--- src/rtl/phase_accumulator_ser_if.sv ---
// phase_accumulator_ser_if: FCW handshake, phase offset and serial LUT address bus of the NCO.
interface phase_accumulator_ser_if #(
  parameter int ACC_W = 20,
  parameter int SER_W = 2
);
  logic [ACC_W-1:0] FCW_in;
  logic             FCW_wr;
  logic             FCW_pend;
  logic [ACC_W-1:0] POFF;
  logic             Vld;
  logic             Frm;
  logic [SER_W-1:0] Aout;
  logic             ISout;
  modport master (output FCW_in, FCW_wr, POFF, input FCW_pend, Vld, Frm, Aout, ISout);
  modport slave  (input FCW_in, FCW_wr, POFF, output FCW_pend, Vld, Frm, Aout, ISout);
endinterface

--- src/rtl/phase_accumulator_ser.sv ---
// phase_accumulator_ser: framed NCO phase accumulator streaming a folded quarter-wave address serially.
// Optional PHASE_DITHER_EN adds LFSR dither below the phase truncation point.
module phase_accumulator_ser #(
  parameter int ACC_W  = 20,
  parameter int ADDR_W = 10,
  parameter int SER_W  = 2,
  parameter int DITH_W = 4
) (
  input logic clk,
  input logic En,
  phase_accumulator_ser_if.slave bus
);
  localparam int F  = ADDR_W / SER_W + 1;
  localparam int SW = $clog2(F);
  if (ADDR_W > ACC_W - 2 || ADDR_W % SER_W != 0 || DITH_W > ACC_W - 2 - ADDR_W) begin : g_bad_params
    $error("phase_accumulator_ser: inconsistent parameters");
  end
  logic [SW-1:0]            slot;
  logic [ACC_W-1:0]         acc, fcw_act, shadow, ph;
  logic                     pend, sign_reg, last;
  logic [ADDR_W-1:0]        addr_reg, raw;
  logic [1:0]               q;
  logic [ADDR_W+SER_W-1:0]  addr_ext;
  assign last = slot == SW'(F - 1);
`ifdef PHASE_DITHER_EN
  logic [15:0] lfsr;
  assign ph = acc + bus.POFF + ACC_W'(lfsr[DITH_W-1:0]);
  always_ff @(posedge clk)
    if (!En) lfsr <= 16'hACE1;
    else if (last) lfsr <= {lfsr[14:0], lfsr[15] ^ lfsr[13] ^ lfsr[12] ^ lfsr[10]};
`else
  assign ph = acc + bus.POFF;
`endif
  assign q   = ph[ACC_W-1 -: 2];
  assign raw = ADDR_W'(ph >> (ACC_W - 2 - ADDR_W));
  // The zero chunk above the address makes the last slot emit 0 without a special case.
  assign addr_ext     = {SER_W'(0), addr_reg};
  assign bus.Aout     = addr_ext[SER_W*slot +: SER_W];
  assign bus.Vld      = last;
  assign bus.Frm      = slot == '0;
  assign bus.ISout    = sign_reg;
  assign bus.FCW_pend = pend;
  always_ff @(posedge clk) begin
    if (!En) begin
      slot     <= '0;
      acc      <= '0;
      fcw_act  <= '0;
      shadow   <= '0;
      pend     <= 1'b0;
      addr_reg <= '0;
      sign_reg <= 1'b0;
    end else begin
      slot <= last ? '0 : slot + 1'b1;
      if (last) begin
        addr_reg <= q[0] ? ~raw : raw;
        sign_reg <= q[1];
        acc      <= acc + fcw_act;
        if (pend) begin
          fcw_act <= shadow;
          pend    <= 1'b0;
        end
      end
      // A write in the boundary cycle still hands the old shadow over; the new word waits a frame.
      if (bus.FCW_wr) begin
        shadow <= bus.FCW_in;
        pend   <= 1'b1;
      end
    end
  end
endmodule

--- src/flat_wrapper.sv ---
// flat-port wrapper written by rule: the top's interface ports become plain ports
module phase_accumulator_ser_flat 
#(
  parameter int ACC_W  = 20,
  parameter int ADDR_W = 10,
  parameter int SER_W  = 2,
  parameter int DITH_W = 4
)
  (clk, En, bus_FCW_in, bus_FCW_wr, bus_POFF, bus_FCW_pend, bus_Vld, bus_Frm, bus_Aout, bus_ISout);
  phase_accumulator_ser_if #(.ACC_W(ACC_W), .SER_W(SER_W)) bus_i ();
  input logic clk;
  input logic En;
  input wire logic [$bits(bus_i.FCW_in)-1:0] bus_FCW_in;
  input wire logic [$bits(bus_i.FCW_wr)-1:0] bus_FCW_wr;
  input wire logic [$bits(bus_i.POFF)-1:0] bus_POFF;
  output wire logic [$bits(bus_i.FCW_pend)-1:0] bus_FCW_pend;
  output wire logic [$bits(bus_i.Vld)-1:0] bus_Vld;
  output wire logic [$bits(bus_i.Frm)-1:0] bus_Frm;
  output wire logic [$bits(bus_i.Aout)-1:0] bus_Aout;
  output wire logic [$bits(bus_i.ISout)-1:0] bus_ISout;
  assign bus_i.FCW_in = bus_FCW_in;
  assign bus_i.FCW_wr = bus_FCW_wr;
  assign bus_i.POFF = bus_POFF;
  assign bus_FCW_pend = bus_i.FCW_pend;
  assign bus_Vld = bus_i.Vld;
  assign bus_Frm = bus_i.Frm;
  assign bus_Aout = bus_i.Aout;
  assign bus_ISout = bus_i.ISout;
  phase_accumulator_ser #(.ACC_W(ACC_W), .ADDR_W(ADDR_W), .SER_W(SER_W), .DITH_W(DITH_W)) u_core (.clk(clk), .En(En), .bus(bus_i));
endmodule
--- config.mk ---
export PLATFORM = sky130hd
export DESIGN_NAME = phase_accumulator_ser_flat
export DESIGN_NICKNAME = d
export VERILOG_FILES = /design/src/rtl/phase_accumulator_ser_if.sv /design/src/rtl/phase_accumulator_ser.sv /design/src/flat_wrapper.sv
export SDC_FILE = /design/constraint.sdc
export NUM_CORES = 1
export LEC_CHECK = 0
export BUFFER_PORTS_ARGS = -buffer_cell sky130_fd_sc_hd__buf_2
export CAP_MARGIN = 0
export CORE_MARGIN = 1
export CORE_UTILIZATION = 59
export DETAILED_ROUTE_END_ITERATION = 7
export GPL_TIMING_DRIVEN = 1
export PLACE_DENSITY_LB_ADDON = 0.25
export SLEW_MARGIN = 20
export SYNTH_ARGS = -nofsm -noshare
export SYNTH_HDL_FRONTEND = slang
export SYNTH_SLANG_ARGS = --single-unit
export TNS_END_PERCENT = 100
--- constraint.sdc ---
create_clock -name clk -period 3.5 [get_ports clk]
set_input_delay 0.525 -clock clk [delete_from_list [all_inputs] [get_ports clk]]
set_output_delay 0.525 -clock clk [all_outputs]
set_load 0.02 [all_outputs]
Word-level counts from Yosys, hierarchy flattened
Cells that the tools add are included.
{"block": "word_totals", "reg_bits": 75, "inputBits": 43, "out_inout_bits": 6, "elab_cells": 21}
{"block": "op_classes", "addsub": 3, "eq_ne": 1, "n_shift": 1, "muxes": 3, "bitwise": 2, "reduce_logical": 4}
{"cell": "$add A20 B20 Y20", "n": 2}
{"cell": "$shiftx A12 B5 Y2", "n": 1}
{"cell": "$mux W10", "n": 1}
{"cell": "$not A10 Y10", "n": 1}
{"cell": "$add A3 B1 Y3 const B", "n": 1}
{"cell": "$eq A3 B3 Y1 const B", "n": 1}
{"cell": "$logic_not A3 Y1", "n": 1}
{"cell": "$mux W1", "n": 2}
{"cell": "$reduce_and A2 Y1", "n": 1}
{"cell": "$reduce_bool A2 Y1", "n": 1}
{"cell": "$reduce_or A2 Y1", "n": 1}
{"cell": "$not A1 Y1", "n": 1}

Depth between registers and ports, before layout
{"block": "logic_depth", "ltp_word": 3, "mapped_depth": 9, "mapped_depth_nobuf": 9}

Least setup slack after synthesis
Ideal clock, no wire load.
{"block": "synth_timing", "path_type": "input to register", "start": "input bus_POFF[7]", "end": "register u_core.addr_reg[4]", "setup_time_ns": 0.074, "arrival_ns": 2.553, "t_required_ns": 3.426, "path_slack_ns": 0.873, "stages": 9, "path_buffers": 1, "path_cell_list": "ha_1 > a2111oi_1 > o221ai_2 > nand3_2 > nand4_1 > and3_1 > clkbuf_1 > or3_1 > a31oi_1"}
{"block": "synth_between", "elab_chain_len": 3}
{"item": "start, declared", "line": "flat_wrapper.sv:15", "source": "input wire logic [$bits(bus_i.POFF)-1:0] bus_POFF;"}
{"item": "$add A20 B20 Y20 (*)", "line": "phase_accumulator_ser.sv:32", "source": "assign ph = acc + bus.POFF;"}
{"item": "$not A10 Y10", "line": "phase_accumulator_ser.sv:55", "source": "addr_reg <= q[0] ? ~raw : raw;"}
{"item": "$mux W10 (*)", "line": "phase_accumulator_ser.sv:55"}
{"item": "end signal, assigned", "line": "phase_accumulator_ser.sv:55"}
{"item": "end, declared", "line": "phase_accumulator_ser.sv:21", "source": "logic [ADDR_W-1:0] addr_reg, raw;"}
Every way passes the cells marked *; elsewhere a longest branch is shown, timed or not.
A chain may end at the register's enable or synchronous reset.

Final worst setup path
{"block": "layout_timing", "start": "register u_core.acc[7]", "end": "register u_core.addr_reg[6]"}
{"block": "layout_between", "elab_chain_len": 3}
{"item": "start, declared", "line": "phase_accumulator_ser.sv:19", "source": "logic [ACC_W-1:0] acc, fcw_act, shadow, ph;"}
{"item": "start signal, assigned", "line": "phase_accumulator_ser.sv:57", "source": "acc <= acc + fcw_act;"}
{"item": "$add A20 B20 Y20 (*)", "line": "phase_accumulator_ser.sv:32"}
{"item": "$not A10 Y10", "line": "phase_accumulator_ser.sv:55"}
{"item": "$mux W10 (*)", "line": "phase_accumulator_ser.sv:55"}
Marks and branches as above.

==> impl_metrics.py <==
metrics = {
    "floorplan": {
        "core_area_um2": 7290,
        "die_w_um": 89.2,
        "die_y_um": 89.2,
        "rows": 31,
        "dieArea_um2": 7960,
        "initial_core_util_pct": 61.6,
        "io_pins": 49,
    },
    "global_routing": {
        "overflow": 0,
        "grt_pass1_wl_um": 16600,
        "antenna_found_initial": 0,
        "grt_usage_pct": 27.1,
        "grt_pass1_vias": 3547,
        "grt_start_max_net_pins": 64,
    },
    "cts": {
        "postCtsSetupBuffers": 0,
        "cts-root-buf": "clkbuf_8",
        "cts_buffers": 9,
        "cts_tree": "yes",
        "cts.sinks": 75,
        "htreeDepth": 3,
        "clk_pin_slew_ns": 0.08,
        "clockBufferDepth": 2,
        "clk-insertion-delay-late_ns": 0.35,
        "cts_hold_buf": 0,
        "cts-resized-gates": 0,
    },
    "power_and_ir_drop": {
        "power_frac_comb_pct": 9.5,
        "peakVddDrop_mv": 0.236,
        "cellLeakagePower_nw": 2.18,
        "pwr-share-clk_pct": 38.4,
        "p_int_mw": 1.27,
        "p_per_area_nw_per_um2": 344,
        "swShare_pct": 25.5,
        "p_switching_uw": 435,
        "seqPwrFrac_pct": 52.1,
    },
    "synthesis": {
        "ys_warn_count": 0,
        "syn_area_um2": 4490,
        "yosysSeqAreaShare_pct": 33.4,
        "synthCells": 544,
        "syn_area_per_cell_um2": 8.25,
        "synth_seq_cells": 75,
        "synth_edf_count": 0,
        "syn_nets": 628,
        "synth-async-reset-ratio_pct": 0,
        "synthFlopType": "dfxtp_1",
        "synth_cell_type_count": 51,
    },
    "final_layout": {
        "antenna_cells": 0,
        "drive_above_1_share_pct": 12.7,
        "top_regs": "u_core.acc: 20 flops, u_core.fcw_act: 20 flops, u_core.shadow: 20 flops",
        "area_growth_pct": 10.5,
        "finalInstanceArea_um2": 4960,
        "layout.nets": 663,
    },
    "timing": {
        "post-route-period-util_pct": 76.3,
        "rsz0062_at_grt": "no",
        "setup-tns-final_ns": 0,
        "slew_viol_final": 0,
        "layout_setup_ws_ns": 0.831,
        "final.setup_skew_ns": 0.0138,
        "setup_viol": 0,
        "layout_min_cycle_time_ns": 2.67,
        "slew-limit-headroom_pct": 29.2,
        "fin_hold_ws_ns": 0.400,
        "fmax_mhz": 375,
        "tightest_slew_ns": 1.06,
        "hold_viol": 0,
    },
    "worst_setup_path": {
        "crit_fanout": 7,
        "worstPathRequired_ns": 3.78,
        "worstSetupEndpointType": "flip-flop",
        "worstPathArrival_ns": 2.94,
        "critPathLaunchType": "flip-flop",
        "path_class": "reg -> reg",
    },
    "detailed_routing": {
        "wire_per_inst_um": 14.6,
        "routed.top_layer": "met4",
        "drt_iter0_markers": 318,
        "drcViolationCount": 0,
        "routed_wl_um": 9950,
        "first_pass_iters": 5,
        "viasPerCell": 5.77,
        "wl_met3_um": 567,
        "ant_nets": 0,
        "met2WireLength_um": 4430,
        "detailroute.via_count": 3943,
        "wl_met1_um": 4870,
    },
    "placed_design": {
        "placed_area_um2": 4770,
        "port_buffers": 48,
        "pre_cts_slack_ns": 0.555,
        "place.detailed.hpwl_um": 7300,
        "gp_congestion": 0.889,
    },
    "worst_hold_path": {
        "min_path_type": "in -> reg",
    },
    "status": {
        "status": "finished, final reports clean",
    },
    "run": {
        "cap_violations": 0,
    },
}
==> Yosys cell counts, types with 2 or more instances <==
master,n,share of area (%)
nand2_1,78,6.5
dfxtp_1,75,33
a21oi_1,59,6.6
ha_1,40,11
nor2_1,38,3.2
mux2i_1,28,6.2
clkbuf_1,23,1.9
xnor2_1,22,4.3
nand3_1,21,2.3
a21o_1,14,2.3
inv_1,12,1.0
o21ai_0,12,1.3
a31oi_1,9,1.3
nand4_1,9,1.3
or3_1,9,1.3
and3_1,8,1.1
xor2_1,8,1.6
nand2b_1,6,0.84
nor2b_1,6,0.84
nor3_1,6,0.67
o21ai_1,6,0.67
o21bai_1,6,1.0
a211oi_1,5,0.84
a41oi_1,4,0.78
a31o_1,3,0.59
buf_1,3,0.25
o211ai_1,3,0.50
a2111oi_0,2,0.39
a2111oi_1,2,0.45
a211o_1,2,0.39
a31o_2,2,0.39
and2_1,2,0.28
nand3b_1,2,0.33
o21a_1,2,0.33
==> per-layer routing <==
| metal | global-route usage [%] | vias to the layer above |
|---|---|---|
| met1 | 38.0 | 1813 |
| met2 | 43.2 | 100 |
| met5 | 0 | - |
| li1 | - | 2020 |
| met3 | 4.52 | 10 |
| met4 | 7.65 | 0 |
==> critical path: stages, from the launching register on <==
cell and delay, ns:
dfxtp_1 0.41, ha_1 0.29, a2111oi_1 0.49, o221ai_2 0.25
nand3_2 0.15, a211o_1 0.17, nand3_1 0.26, or3_1 0.43
a31oi_1 0.15
==> through the flow <==
step	total power [mW]	utilization, %	cells
final	1.71	68.1	683
after global routing	1.77	68.1	683
after CTS	1.72	68.1	683
after detailed placement	1.07	65.4	667
after global placement	1.06	65.4	667
after floorplan	1.02	-	544
==> power by group through the flow <==
stage | logic [mW] | clock network (mW) | registers, mW
finish | 0.162 | 0.656 | 0.889
global route | 0.181 | 0.698 | 0.892
CTS | 0.163 | 0.664 | 0.889
detailed placement | 0.161 | 0 | 0.909
global placement | 0.157 | 0 | 0.908
floorplan | 0.117 | 0 | 0.903
==> logic make-up (layout without fill, tap and decap cells) <==
kind of cell / count (synthesis) / count (layout) / synth area share (%)
fa+ha+maj: 41 / 41 / 11.6
xor+xnor: 30 / 30 / 5.85
compound gates: 141 / 141 / 20.1
flops: 75 / 75 / 33.4
mux: 28 / 28 / 6.24
buf+inv: 39 / 79 / 3.26
simple gates: 190 / 190 / 19.6
==> cell usage in the layout (no fill, tap or decap), drive strengths merged, types with 6 or more instances in the layout <==
cell	synthesis	final
nor2	38	38
a21oi	59	59
dfxtp	75	75
and3	8	8
o21bai	6	6
nand4	9	9
mux2i	28	28
ha	40	40
xnor2	22	22
nor2b	6	6
inv	13	14
nand3	22	22
buf	3	50
nor3	7	7
xor2	8	8
a21o	14	14
o21ai	18	18
a31oi	9	9
clkbuf	23	10
nand2b	6	6
nand2	78	78
or3	9	9
==> layout make-up <==
type | instances | area (µm²)
clock inverter | 6 | 63.8
sequential | 75 | 1500
timing repair buffer | 50 | 255
multi-input combinational | 430 | 2840
clock buffer | 10 | 128
inverter | 13 | 48.8
tap | 99 | 124
fill | 641 | 2330
==> final timing paths <==
check                                                   start                         endpoint  slack (ns)  cells past startpoint
worst min register to register  u_core.shadow[7]$_SDFFE_PN0P_   u_core.fcw_act[7]$_SDFFE_PN0P_        0.45                      2
worst min-delay path                            bus_FCW_in[0]    u_core.shadow[0]$_SDFFE_PN0P_        0.40                      3
worst max-delay path               u_core.acc[7]$_SDFFE_PN0P_  u_core.addr_reg[6]$_SDFFE_PN0P_        0.83                      8
worst max register to register     u_core.acc[7]$_SDFFE_PN0P_  u_core.addr_reg[6]$_SDFFE_PN0P_        0.83                      8
Power figures use the tool's default switching activity.
